<file path="src/rtl/dcp_pkg.sv">
// Shared command/print constants and the dump state encoding for the debug
// control panel children.
package dcp_pkg;

  localparam logic [7:0] CMD_D     = 8'h44;
  localparam logic [7:0] CMD_I     = 8'h49;
  localparam logic [7:0] CHR_COLON = 8'h3A;
  localparam logic [7:0] CHR_NL    = 8'h0A;

  localparam logic TYPE_CHAR = 1'b0;
  localparam logic TYPE_HEX  = 1'b1;

  typedef enum logic [3:0] {
    ST_IDLE,
    ST_REQ_ARG,
    ST_RD_WAIT,
    ST_TX_ADDR,
    ST_TX_COLON,
    ST_TX_DATA,
    ST_TX_NL,
    ST_NEXT,
    ST_DONE,
    ST_HOLD
  } dump_state_e;

  function automatic logic is_tx_state(input dump_state_e s);
    return (s == ST_TX_ADDR) || (s == ST_TX_COLON) || (s == ST_TX_DATA) || (s == ST_TX_NL);
  endfunction

endpackage

</file>
<file path="src/rtl/dcp_hs_req.sv">
// Request holder for the scan/print handshakes: req follows the caller's next-state
// intent, drops on the acknowledged edge and stays low at least one cycle after.
module dcp_hs_req (
  input  logic clk,
  input  logic rst,
  input  logic want,
  input  logic ack,
  output logic req,
  output logic done
);

  logic req_q, req_d;

  // An ack only counts while a request is actually outstanding.
  assign done = req_q && ack;

  always_comb begin
    req_d = want && !done;
  end

  always_ff @(posedge clk or negedge rst) begin
    if (!rst) begin
      req_q <= 1'b0;
    end else begin
      req_q <= req_d;
    end
  end

  assign req = req_q;

endmodule

</file>
<file path="src/rtl/dcp_mem_dump.sv">
// Multi-channel memory dump: scans an optional start address, prints NWORDS
// "addr:data\n" lines from the selected memory and keeps a per-channel resume address.
module dcp_mem_dump
  import dcp_pkg::*;
#(
  parameter int              NCH       = 2,
  parameter logic [8*NCH-1:0] CH_CODES = {CMD_I, CMD_D},
  parameter int              NWORDS    = 8,
  parameter int              ADDR_STEP = 1,
  parameter int              RD_LAT    = 1
) (
  input  logic              clk,
  input  logic              rst,
  input  logic [7:0]        sel_mode,
  input  logic              ack_rx,
  input  logic              flag_rx,
  input  logic [31:0]       din_rx,
  output logic              req_rx,
  output logic              type_rx,
  input  logic              ack_tx,
  output logic              req_tx,
  output logic              type_tx,
  output logic [31:0]       dout_tx,
  output logic [31:0]       addr,
  input  logic [32*NCH-1:0] dout_mem,
  output logic              finish
);

  localparam int          CHW  = (NCH > 1) ? $clog2(NCH) : 1;
  localparam logic [1:0]  LAT  = 2'(RD_LAT);
  localparam logic [31:0] LAST = 32'(NWORDS - 1);
  localparam logic [31:0] STEP = 32'(ADDR_STEP);

  logic [7:0]  code   [NCH];
  logic [31:0] mem_rd [NCH];

  for (genvar gi = 0; gi < NCH; gi++) begin : g_ch
    assign code[gi]   = CH_CODES[8*gi +: 8];
    assign mem_rd[gi] = dout_mem[32*gi +: 32];
  end

  dump_state_e state_q, state_d;
  logic [CHW-1:0] ch_q, ch_d;
  logic [31:0]    addr_q, addr_d;
  logic [31:0]    data_q, data_d;
  logic [31:0]    cnt_q, cnt_d;
  logic [1:0]     lat_q, lat_d;
  logic [31:0]    cont_q [NCH];
  logic [31:0]    cont_d [NCH];
  logic           type_rx_q, type_rx_d;
  logic           type_tx_q, type_tx_d;
  logic [31:0]    dout_tx_q, dout_tx_d;
  logic           finish_q, finish_d;

  logic           match;
  logic [CHW-1:0] match_ch;
  logic           sel_hit;
  logic [31:0]    addr_inc;
  logic           rx_want, rx_done, tx_want, tx_done;

  // Scanning downwards lets the lowest matching channel win on duplicate codes.
  always_comb begin
    match    = 1'b0;
    match_ch = '0;
    for (int k = NCH - 1; k >= 0; k--) begin
      if (sel_mode == code[k]) begin
        match    = 1'b1;
        match_ch = CHW'(k);
      end
    end
  end

  assign sel_hit  = (sel_mode == code[ch_q]);
  assign addr_inc = addr_q + STEP;

  always_comb begin
    state_d = state_q;
    ch_d    = ch_q;
    addr_d  = addr_q;
    data_d  = data_q;
    cnt_d   = cnt_q;
    lat_d   = lat_q;
    cont_d  = cont_q;

    case (state_q)
      ST_IDLE: begin
        if (match) begin
          ch_d    = match_ch;
          state_d = ST_REQ_ARG;
        end
      end
      ST_REQ_ARG: begin
        if (rx_done) begin
          addr_d  = flag_rx ? cont_q[ch_q] : din_rx;
          cnt_d   = '0;
          lat_d   = '0;
          state_d = ST_RD_WAIT;
        end
      end
      ST_RD_WAIT: begin
        if (lat_q == LAT) begin
          data_d  = mem_rd[ch_q];
          state_d = ST_TX_ADDR;
        end else begin
          lat_d = lat_q + 2'd1;
        end
      end
      ST_TX_ADDR:  if (tx_done) state_d = ST_TX_COLON;
      ST_TX_COLON: if (tx_done) state_d = ST_TX_DATA;
      ST_TX_DATA:  if (tx_done) state_d = ST_TX_NL;
      ST_TX_NL:    if (tx_done) state_d = ST_NEXT;
      ST_NEXT: begin
        addr_d = addr_inc;
        cnt_d  = cnt_q + 32'd1;
        lat_d  = '0;
        if (cnt_q == LAST) begin
          cont_d[ch_q] = addr_inc;
          state_d      = ST_DONE;
        end else begin
          state_d = ST_RD_WAIT;
        end
      end
      ST_DONE: state_d = ST_HOLD;
      ST_HOLD: if (!sel_hit) state_d = ST_IDLE;
      default: state_d = ST_IDLE;
    endcase

    // Dispatcher moved away mid-command: abandon silently, keep the resume address.
    if (state_q != ST_IDLE && state_q != ST_HOLD && !sel_hit) begin
      state_d = ST_IDLE;
      cont_d  = cont_q;
    end

    if (state_d == ST_IDLE || state_d == ST_HOLD) begin
      addr_d = '0;
    end
  end

  // Outputs are registered from the next state so they line up with state entry.
  always_comb begin
    rx_want   = (state_d == ST_REQ_ARG);
    tx_want   = is_tx_state(state_d);
    type_rx_d = rx_want;
    type_tx_d = TYPE_CHAR;
    dout_tx_d = '0;
    finish_d  = (state_d == ST_DONE);
    case (state_d)
      ST_TX_ADDR: begin
        type_tx_d = TYPE_HEX;
        dout_tx_d = addr_d;
      end
      ST_TX_COLON: dout_tx_d = {24'd0, CHR_COLON};
      ST_TX_DATA: begin
        type_tx_d = TYPE_HEX;
        dout_tx_d = data_d;
      end
      ST_TX_NL: dout_tx_d = {24'd0, CHR_NL};
      default: ;
    endcase
  end

  dcp_hs_req u_hs_rx (
    .clk  (clk),
    .rst  (rst),
    .want (rx_want),
    .ack  (ack_rx),
    .req  (req_rx),
    .done (rx_done)
  );

  dcp_hs_req u_hs_tx (
    .clk  (clk),
    .rst  (rst),
    .want (tx_want),
    .ack  (ack_tx),
    .req  (req_tx),
    .done (tx_done)
  );

  always_ff @(posedge clk or negedge rst) begin
    if (!rst) begin
      state_q   <= ST_IDLE;
      ch_q      <= '0;
      addr_q    <= '0;
      data_q    <= '0;
      cnt_q     <= '0;
      lat_q     <= '0;
      type_rx_q <= 1'b0;
      type_tx_q <= 1'b0;
      dout_tx_q <= '0;
      finish_q  <= 1'b0;
      for (int k = 0; k < NCH; k++) begin
        cont_q[k] <= '0;
      end
    end else begin
      state_q   <= state_d;
      ch_q      <= ch_d;
      addr_q    <= addr_d;
      data_q    <= data_d;
      cnt_q     <= cnt_d;
      lat_q     <= lat_d;
      type_rx_q <= type_rx_d;
      type_tx_q <= type_tx_d;
      dout_tx_q <= dout_tx_d;
      finish_q  <= finish_d;
      for (int k = 0; k < NCH; k++) begin
        cont_q[k] <= cont_d[k];
      end
    end
  end

  assign type_rx = type_rx_q;
  assign type_tx = type_tx_q;
  assign dout_tx = dout_tx_q;
  assign addr    = addr_q;
  assign finish  = finish_q;

endmodule
</file>
<file path="config.mk">
export PLATFORM = sky130hd
export DESIGN_NAME = dcp_mem_dump
export DESIGN_NICKNAME = d
export VERILOG_FILES = /design/src/rtl/dcp_pkg.sv /design/src/rtl/dcp_hs_req.sv /design/src/rtl/dcp_mem_dump.sv
export SDC_FILE = /design/constraint.sdc
export NUM_CORES = 1
export LEC_CHECK = 0
export CAP_MARGIN = 5
export CORE_MARGIN = 2
export CORE_UTILIZATION = 58
export CTS_CLUSTER_DIAMETER = 60
export DETAILED_ROUTE_END_ITERATION = 8
export GPL_TIMING_DRIVEN = 0
export PLACE_DENSITY = 0.86
export SETUP_SLACK_MARGIN = 0.5
export SYNTH_ARGS = -nofsm -noshare
export SYNTH_HDL_FRONTEND = slang
export SYNTH_HIERARCHICAL = 1
export SYNTH_SLANG_ARGS = --single-unit
export TNS_END_PERCENT = 10
</file>
<file path="constraint.sdc">
create_clock -name clk -period 6.7 [get_ports clk]
set_clock_uncertainty 0.1 [all_clocks]
set_input_delay 0.67 -clock clk [delete_from_list [all_inputs] [get_ports clk]]
set_output_delay 0.67 -clock clk [all_outputs]
set_load 0.02 [all_outputs]
</file>
Yosys cells after proc, flatten, opt, wreduce, memory -nomap -nowiden
Index checks and enable logic that the tools add are counted.
{"block": "word_totals", "reg_bits": 204, "latch_bits": 0, "ramBits": 0, "romBits": 0, "inputBits": 109, "out_inout_bits": 69, "word_cells": 108, "memories": 0}
{"block": "classes", "n_addsub": 3, "mul": 0, "div_mod_pow": 0, "order_cmp": 2, "eq_ne": 24, "shift": 0, "mux": 39, "bitwise_logic": 2, "n_reduce_logical": 24}
{"operator": "2-to-1 mux 32 bit", "n": 13}
{"operator": "case mux 32 bit (2 select lines)", "n": 2}
{"operator": "case mux 32 bit (4 select lines)", "n": 1}
{"operator": "adder 32 x 1 -> 32 bit, second input constant", "n": 2}
{"operator": "bitwise mux 64 bit", "n": 1}
{"operator": "2-to-1 mux 4 bit", "n": 11}
{"operator": "case mux 4 bit (10 select lines)", "n": 1}
{"operator": "demux 32 bit (select 1 bit)", "n": 1}
{"operator": "== test 32 x 3 -> 1 bit, second input constant", "n": 1}
{"operator": "== test 4 x 3 -> 1 bit, second input constant", "n": 7}
{"operator": "== test 4 bit, second input constant", "n": 4}
{"operator": "== test 8 x 7 -> 1 bit, second input constant", "n": 2}
{"operator": "2-to-1 mux 8 bit", "n": 2}
{"operator": "== test 4 x 2 -> 1 bit, second input constant", "n": 3}
{"operator": "== test 4 x 1 -> 1 bit, second input constant", "n": 2}
{"operator": "== test 8 bit", "n": 1}
{"operator": "logical NOT 4 bit", "n": 2}
{"operator": "logical AND 1 bit", "n": 7}
{"operator": "case mux 2 bit (3 select lines)", "n": 1}
{"operator": "AND reduction 3 bit", "n": 2}
{"operator": "logical OR 1 bit", "n": 4}
{"operator": "2-to-1 mux 1 bit", "n": 4}
{"operator": "2-to-1 mux 2 bit", "n": 2}
{"operator": "inequality test 4 bit, second input constant", "n": 1}
{"operator": "14 further kinds", "n": 17}

Logic depth before layout (Yosys ltp)
Gate-level depths: netlist of the first run.
{"block": "logic_depth", "depth_word": 13, "depth_mapped": 11, "ltp_nobuf": 9}

By module
The synthesis of the first run kept the hierarchy.
{"mod": "dcp_mem_dump", "instances": 1, "cells_each": 1150, "area_per_inst_um2": 10712.8, "seq_area_each_um2": 5054.8}
{"mod": "dcp_hs_req", "instances": 2, "cells_each": 3, "area_per_inst_um2": 38.8, "seq_area_each_um2": 25.0}

Worst setup path before layout of the first run
No wires, ideal clock.
{"block": "synth_path", "kind": "input to register", "startpoint": "input port sel_mode[5]", "endpoint": "register u_hs_tx.req_q, in the netlist u_hs_tx/req", "setup_time_ns": 0.078, "t_arrival_ns": 2.620, "t_required_ns": 6.522, "setup_slack_ns": 3.903, "cell_stages": 9, "n_path_buf": 2, "path_cell_list": "or4b_1 -> a211o_4 -> a221oi_4 -> and3_1 -> buf_4 -> buf_6 -> nor2_1 -> o21bai_1 -> a21boi_1"}
{"block": "synth_between", "elab_chain_len": 11, "elab_cells_between_ends": 19, "classes_between": "7 x eq/ne; 6 x mux; 6 x reduce/logical"}
{"element": "start: declaration", "line": "dcp_mem_dump.sv:14", "rtl": "input logic [7:0] sel_mode,"}
{"element": "== test 8 x 7 -> 1 bit", "line": "dcp_mem_dump.sv:66", "rtl": "if (sel_mode == code[k]) begin"}
{"element": "2-to-1 mux 1 bit (2 in series)", "line": "dcp_mem_dump.sv:66"}
{"element": "2-to-1 mux 4 bit", "line": "dcp_mem_dump.sv:87", "rtl": "if (match) begin"}
{"element": "case mux 4 bit (10 select lines)", "line": "dcp_mem_dump.sv:85", "rtl": "case (state_q)"}
{"element": "2-to-1 mux 4 bit *", "line": "dcp_mem_dump.sv:129", "rtl": "if (state_q != ST_IDLE && state_q != ST_HOLD && !sel_hit) begin"}
{"element": "net state_d[2]", "line": "dcp_mem_dump.sv:42", "rtl": "dump_state_e state_q, state_d;"}
{"element": "== test 4 x 2 -> 1 bit or == test 4 x 3 -> 1 bit (tied branches)", "line": "dcp_pkg.sv:27", "rtl": "return (s == ST_TX_ADDR) || (s == ST_TX_COLON) || (s == ST_TX_DATA) || (s == ST_TX_NL);"}
{"element": "logical OR 1 bit (2 in series)", "line": "dcp_pkg.sv:27"}
{"element": "logical OR 1 bit *", "line": "dcp_pkg.sv:27"}
{"element": "net tx_want", "line": "dcp_mem_dump.sv:59", "rtl": "logic rx_want, rx_done, tx_want, tx_done;"}
{"element": "logical AND 1 bit *", "line": "dcp_hs_req.sv:18", "rtl": "req_d = want && !done;"}
{"element": "net u_hs_tx.req_d", "line": "dcp_hs_req.sv:12", "rtl": "logic req_q, req_d;"}
{"element": "end signal: assignment", "line": "dcp_hs_req.sv:25", "rtl": "req_q <= req_d;"}
{"element": "end: declaration", "line": "dcp_hs_req.sv:12"}
The timed path passes the listed nets; every way through them passes the cells marked *.
A chain may end at the register's enable or synchronous reset.

Worst setup path after layout of the first run
{"block": "layout_path", "startpoint": "register state_q[2]", "endpoint": "register dout_tx_q[31], in the netlist dout_tx[31]"}
{"block": "layout_between", "elab_chain_len": 8, "elab_cells_between_ends": 35, "classes_between": "15 x eq/ne; 14 x mux; 6 x reduce/logical"}
{"element": "start: declaration", "line": "dcp_mem_dump.sv:42"}
{"element": "start signal: assignment", "line": "dcp_mem_dump.sv:196", "rtl": "state_q <= state_d;"}
{"element": "branches (longest 7 deep; another with 2-to-1 mux 32 bit)"}
{"element": "case mux 32 bit (4 select lines) *", "line": "dcp_mem_dump.sv:147", "rtl": "case (state_d)"}
{"element": "net dout_tx_d[31]", "line": "dcp_mem_dump.sv:52", "rtl": "logic [31:0] dout_tx_q, dout_tx_d;"}
{"element": "end signal: assignment", "line": "dcp_mem_dump.sv:204", "rtl": "dout_tx_q <= dout_tx_d;"}
{"element": "end: declaration", "line": "dcp_mem_dump.sv:52"}
Mark *: on every way through the listed nets, which the timed path passes.

==> results of run 1 <==
-- cells in the mapped netlist (all sizes together) (15+ instances only) --
cell type	number	area, um^2
a31oi	17	106.4
and3	17	106.4
nand4	20	125.1
clkbuf	47	177.7
nor4	15	100.1
o21ai	59	295.3
nand2	95	356.6
a21oi	115	575.6
nor2	155	581.8
nand3	40	200.2
dfrtp	204	5105
a211oi	17	132.6
buf	38	210.2
nor3	23	115.1
xnor2	18	157.7
mux2	22	247.7
mux2i	82	820.8
-- flip-flops by register name, summed over array words and instances (netlist names) --
name         count
cont_q          64
addr            32
cnt_q           32
data_q          32
dout_tx         32
state_q          4
lat_q            2
ch_q             1
finish           1
type_rx          1
type_tx          1
u_hs_rx/req      1
u_hs_tx/req      1
-- per-layer routing --
layer | up-vias | routed length (um) | global-route usage (%)
met2 | 646 | 15850 | 56.81
met5 | - | 0 | 0
li1 | 4557 | - | -
met4 | 0 | 1347 | 12.92
met3 | 119 | 4170 | 7.966
met1 | 4882 | 13700 | 47.39
-- worst max-delay path by stage --
stage	from	end	slack, ns
after global routing	state_q[2]$_DFF_PN0_	dout_tx[31]$_DFF_PN0_	2.91
final	state_q[2]$_DFF_PN0_	dout_tx[31]$_DFF_PN0_	3.07
after global placement	rst	dout_tx[23]$_DFF_PN0_	-3.29
after detailed placement	sel_mode[2]	cont_q[28]$_DFFE_PN0P_	2.89
after CTS	state_q[2]$_DFF_PN0_	dout_tx[31]$_DFF_PN0_	3.18
after floorplan	sel_mode[5]	u_hs_tx/req$_DFF_PN0_	3.90
-- cells by family after synthesis --
group | synth area share (%)
and+or+nand+nor | 19.21
AOI/OAI and AO/OA | 16.72
DFF | 47.31
muxes | 9.903
buffers and inverters | 3.908
xor gates and xnor gates | 2.597
adders and majority gates | 0.3479
-- critical path, delay by kind of cell, from the launching register on --
kind | cells | cell delay (ns)
AO/OA/AOI/OAI | 4 | 1.69
buffers and inverters | 3 | 1.17
flip-flops | 1 | 0.32
AND/OR/NAND/NOR | 1 | 0.22
-- power groups by stage --
stage | sequential (uW) | combinational, uW | clock [uW]
global placement | 1260 | 128 | 0
finish | 1230 | 132 | 1150
floorplan | 1260 | 25.3 | 0
CTS | 1230 | 133 | 1150
detailed placement | 1260 | 132 | 0
global route | 1230 | 143 | 1200
-- per-stage QoR --
| stage | hold WS (ns) | power (uW) | TNS, ns | cell area, um^2 |
|---|---|---|---|---|
| global route | 0.07544 | 2576 | 0 | 13540 |
| detailed placement | 0.3658 | 1387 | 0 | 12870 |
| finish | 0.02369 | 2518 | 0 | 13540 |
| floorplan | 0.2744 | 1282 | 0 | 10790 |
| CTS | 0.04917 | 2517 | 0 | 13540 |
| global placement | 0.3472 | 1385 | -665.57 | 12840 |
-- area by class of cell --
| cell class | instances | area [um^2] |
|---|---|---|
| buffer | 85 | 387.9 |
| clock buffer | 28 | 601.8 |
| clock inverter | 7 | 66.31 |
| fill | 1307 | 4547 |
| inverter | 9 | 33.78 |
| multi-input combinational | 858 | 5264 |
| sequential | 204 | 5105 |
| tap | 229 | 286.5 |
| timing repair buffer | 177 | 1794 |
==> summary.txt, run 1 <==
Clocking
  • Clk Latency, worst-skew pair: 0.51 ns
  • TritonCTS clock tree: yes
  • Root Driver: clkbuf_16
  • CTS H-tree depth: 1
  • CTS Hold Bufs: 0
  • Worst-path clk slew: 0.06 ns
  • Setup Fix Bufs, Post-CTS: 0
  • Clock buffer depth: 3
  • CTS buffer count: 21
  • CTS Sinks: 204
  • Cts repair resizes: 0

Global route
  • First-pass GRT wire length: 54500 um
  • Largest net degree at the start of global routing: 131
  • Initial antenna violation count: 0
  • Gr usage total: 35.32%
  • Vias in the first global route: 9876
  • Final global-route overflow total: 0

Cells and area
  • Most frequent cells in the layout: dfrtp_1 (204), clkdlybuf4s50_1 (175), nor2_1 (155)
  • Post-Layout Cell Count: 1597
  • Fin nets: 1468
  • Share of cells above drive strength 1: 7.237%
  • Fin util: 74.86%
  • Number of diodes: 0
  • Most common cell after layout, fill and taps aside: dfrtp_1
  • Layout Area Growth over Synthesis: 25.48%

Placement
  • Port Buf Inserts: 176
  • Dpl cells: 1562
  • Hpwl dp: 25200 um
  • DP Worst Slack: 2.891 ns
  • Final GP Congestion: 1.027

Pwr
  • Power per cell area: 185.9 nW/um^2
  • Leakage: 0.005899 uW
  • Peak VDD IR: 0.1634 mV
  • Clock share of power: 45.8%
  • Seq pwr share: 49.0%
  • Sw power: 549.6 uW
  • Internal power: 1968 uW
  • Sw frac: 21.83%
  • Combinational power share: 5.3%

Detailed routing
  • Final WL: 35060 um
  • DRC: 0
  • WL per Instance: 21.95 um
  • Vias per cell: 6.389
  • DRT iter0 DRCs: 1201
  • DRT Pass-1 Iters: 6
  • Via count: 10200
  • Routed Antenna Nets: 0

Synth
  • Post-synthesis sequential area ratio: 47.31%
  • Syn nets: 1268
  • Post-synth top flop: dfrtp_1
  • Synthesized area: 10790 um^2
  • Synthesized instance count: 1156
  • Synth unique cells: 73
  • Synth Register Bits: 204
  • Warnings, synthesis: 6
  • Number of synthesized flops with an enable pin: 0
  • Post-Syn Area per Cell: 9.334 um^2
  • Asr flop ratio synth: 100.0%

Job
  • Maxcap violations: 0

Worst setup path
  • RR Endpoint: dout_tx[31]$_DFF_PN0_
  • FF-to-FF Start: state_q[2]$_DFF_PN0_
  • Required @ worst endpoint: 6.99 ns
  • WS Path Type: reg -> reg
  • Startpoint type of the worst setup path: flop
  • Critical Path Sink Type: flop
  • Worst path cell trace: buf_2 > and4b_1 > clkbuf_1 > o21ai_0 > a2bb2oi_1 > clkbuf_1 > o21ai_0 > a21oi_1
  • R2r worst-path depth: 8
  • CP max-delay cell: a2bb2oi_1
  • WP data arrival: 3.92 ns
  • R2R Setup Slk: 3.07 ns
  • Crit path max fanout: 10
  • CP peak stage delay: 0.77 ns

STA
  • Fmax: 0.2757 GHz
  • Setup slack after layout: 3.073 ns
  • Final hold violations: 0
  • Tmin final: 3.627 ns
  • RSZ-0062 raised after global routing: false
  • Period utilisation layout: 54.14%
  • Max-slew violations: 0
  • Final setup fails: 0
  • Rel. slew slack: 29.13%
  • Worst Tran Pin Value: 1.063 ns

Floorplanning
  • Die width: 140.4 um
  • Die area: 19710 um^2
  • Core ar.: 18090 um^2
  • Top-Level Pins: 178
  • Initial core utilization: 59.66%
  • Cell Rows: 49
  • Die height: 140.4 um

Run status
  • Status: finished, final reports clean

Min path
  • HP Class: in -> async
(Power assumes the default switching activity.)
==> inputs of run 2 (changes only) <==
- CORE_UTILIZATION: 58 -> 54
- PLACE_DENSITY: 0.86 -> 0.81
- clock period: 6.7 -> 3.6 ns (I/O delays scaled with it)
==> run 2 against run 1 <==
  * Count of clock-buffer cells in the layout increased by 5
  * Critical path depth unchanged
  * Hold slack improved by 0.29 ns
  * Non-clock buffer count increased by 6
  * Cell area increased by 2.0%
  * Largest power group is now clock
  * Highest routed layer unchanged
==> summary.txt, run 2 (synthesized netlist as in run 1, its figures left out) <==
Run status
  • Status: finished, final reports clean (unchanged)

Pwr
  • Internal power: 3885 uW (was 1968 uW)
  • Clock share of power: 48.5% (was 45.8%)
  • Sw power: 1049 uW (was 549.6 uW)
  • Seq pwr share: 46.5% (was 49.0%)
  • Power per cell area: 357.2 nW/um^2 (was 185.9 nW/um^2)
  • Peak VDD IR: 0.3679 mV (was 0.1634 mV)
  • Sw frac: 21.25% (was 21.83%)
  • Leakage: 0.006011 uW (was 0.005899 uW)
  • Combinational power share: 5.0% (was 5.3%)

Clocking
  • CTS H-tree depth: 1 (unchanged)
  • Clk Latency, worst-skew pair: 0.52 ns (was 0.51 ns)
  • TritonCTS clock tree: yes (unchanged)
  • CTS buffer count: 22 (was 21)
  • Clock buffer depth: 3 (unchanged)
  • Root Driver: clkbuf_16 (unchanged)
  • CTS Sinks: 204 (unchanged)
  • Worst-path clk slew: 0.06 ns (about the same)

Floorplanning
  • Die height: 145.4 um (was 140.4 um)
  • Cell Rows: 51 (was 49)
  • Initial core utilization: 55.26% (was 59.66%)
  • Die width: 145.4 um (was 140.4 um)
  • Die area: 21130 um^2 (was 19710 um^2)
  • Top-Level Pins: 178 (unchanged)
  • Core ar.: 19530 um^2 (was 18090 um^2)

Cells and area
  • Max reg flops: 64 (unchanged)
  • Fin area: 13810 um^2 (was 13540 um^2)
  • Most common cell after layout, fill and taps aside: dfrtp_1 (unchanged)
  • Number of diodes: 0 (unchanged)
  • Fin util: 70.74% (was 74.86%)
  • Fillers: 1467 (was 1307)
  • Share of cells above drive strength 1: 8.576% (was 7.237%)
  • Top reg by flops: cont_q (unchanged)
  • Most frequent cells in the layout: dfrtp_1 (204), clkdlybuf4s50_1 (175), nor2_1 (155) (unchanged)
  • Layout Area Growth over Synthesis: 28.01% (was 25.48%)
  • Fin nets: 1475 (was 1468)

Detailed routing
  • DRC: 0 (unchanged)
  • Via count: 10190 (was 10200)
  • Routed Antenna Nets: 0 (unchanged)
  • DRT Pass-1 Iters: 6 (unchanged)
  • WL per Instance: 21.78 um (was 21.95 um)
  • Final WL: 35740 um (was 35060 um)
  • Vias per cell: 6.210 (was 6.389)
  • DRT iter0 DRCs: 1057 (was 1201)

STA
  • Final setup fails: 0 (unchanged)
  • Worst Tran Pin Value: 1.035 ns (was 1.063 ns)
  • Worst hold margin: 0.3157 ns (was 0.02369 ns)
  • Period utilisation layout: 91.24% (was 54.14%)
  • Max-slew violations: 0 (unchanged)
  • Final hold violations: 0 (unchanged)
  • Rel. slew slack: 31.02% (was 29.13%)
  • Tmin final: 3.285 ns (was 3.627 ns)
  • Fmax: 0.3044 GHz (was 0.2757 GHz)
  • RSZ-0062 raised after global routing: true (was false)

Worst setup path
  • RR Endpoint: dout_tx[11]$_DFF_PN0_ (was dout_tx[31]$_DFF_PN0_)
  • Critical Path Sink Type: flop (unchanged)
  • R2r worst-path depth: 8 (unchanged)
  • Startpoint type of the worst setup path: flop (unchanged)
  • FF-to-FF Start: state_q[3]$_DFF_PN0_ (was state_q[2]$_DFF_PN0_)
  • Worst path cell trace: buf_1 > nand4b_1 > clkbuf_2 > clkbuf_1 > o21ai_0 > a211oi_1 > a2bb2oi_1 > nor2_1 (was buf_2 > and4b_1 > clkbuf_1 > o21ai_0 > a2bb2oi_1 > clkbuf_1 > o21ai_0 > a21oi_1)
  • R2R Setup Slk: 0.32 ns (was 3.07 ns)
  • CP max-delay cell: a211oi_1 (was a2bb2oi_1)
  • WS Path Type: reg -> reg (unchanged)
  • CP peak stage delay: 0.58 ns (was 0.77 ns)
  • WP data arrival: 3.55 ns (was 3.92 ns)
  • Required @ worst endpoint: 3.87 ns (was 6.99 ns)
  • Crit path max fanout: 10 (unchanged)

Global route
  • Final global-route overflow total: 0 (unchanged)
  • Initial antenna violation count: 0 (unchanged)
  • First-pass GRT wire length: 55460 um (was 54500 um)
  • Vias in the first global route: 9950 (was 9876)
  • Largest net degree at the start of global routing: 128 (was 131)
  • Gr usage total: 33.18% (was 35.32%)

Job
  • Maxcap violations: 0 (unchanged)

Placement
  • Port Buf Inserts: 176 (unchanged)
  • Placed Area: 12920 um^2 (was 12870 um^2)
  • Hpwl dp: 25730 um (was 25200 um)
  • Final GP Congestion: 0.9726 (was 1.027)

Min path
  • HP Class: in -> async (unchanged)
[run 2: timing repair]
item | 4_1_cts | 5_1_grt
endpoints found under the setup margin | 95 | 136
cloned | 0 | 0
hold buffers | 1 | 0
setup buffers | 2 | 3
hold endpoints to repair | 77 | 0
gates resized for setup | 4 | 18
[run 2: area by class of cell]
cell class	instances	area [um^2]	share of cell area, %
Buffer	85	394.1	2.853
Clock buffer	33	693.2	5.018
Clock inverter	4	72.57	0.5254
Inverter	9	33.78	0.2446
Multi-Input combinational cell	858	5329	38.58
Sequential cell	204	5105	36.96
Tap cell	265	331.6	2.400
Timing Repair Buffer	183	1854	13.42
[run 2: per-layer routing]
metal	global-route usage (%)	vias to the layer above	part of all wire (%)
li1	-	4569	-
met1	44.94	4900	40
met2	52.61	634	45
met3	8.997	88	12
met4	10.20	0	3.0
met5	0	-	0
[run 2: metrics by stage]
step / setup WS (ns) / std cells / total power, uW / TNS (ns)
floorplan: 0.9748 / 1156 / 2385 / 0
global placement: -6.206 / 1597 / 2577 / -1260.65
detailed placement: 0.1165 / 1598 / 2582 / 0
CTS: 0.2647 / 1638 / 4930 / 0
global route: 0.2766 / 1641 / 5066 / 0
finish: 0.3153 / 1641 / 4934 / 0
[run 2: worst max-delay path: cells and delay by family, from the launching register on]
kind            cells  cell delay, ns
compound gates      3            0.95
buf+inv             3            1.26
flops               1            0.42
simple gates        2            0.41
[run 2: how the worst max path moves through the flow]
stage	start	to	slack, ns	cells past startpoint
5_1_grt	state_q[3]$_DFF_PN0_	dout_tx[11]$_DFF_PN0_	0.28	8
3_5_place_dp	sel_mode[2]	cont_q[35]$_DFFE_PN0P_	0.12	8
2_1_floorplan	addr[3]$_DFF_PN0_	cont_q[54]$_DFFE_PN0P_	0.97	8
3_3_place_gp	rst	data_q[19]$_DFF_PN0_	-6.21	1
4_1_cts	state_q[3]$_DFF_PN0_	dout_tx[8]$_DFF_PN0_	0.26	8
6_report	state_q[3]$_DFF_PN0_	dout_tx[11]$_DFF_PN0_	0.32	8
[run 2: power by group through the flow]
stage / sequential, uW / combinational, uW / clock (uW)
floorplan: 2340 / 47.1 / 0
global placement: 2340 / 237 / 0
detailed placement: 2340 / 245 / 0
CTS: 2300 / 247 / 2390
global route: 2290 / 267 / 2510
finish: 2300 / 246 / 2390
==> inputs of run 3 (changes only) <==
- ABC_CLOCK_PERIOD_IN_PS: unset -> 3600
==> results of run 3 <==
Final layout, timing and power as in run 2 (identical DEF).
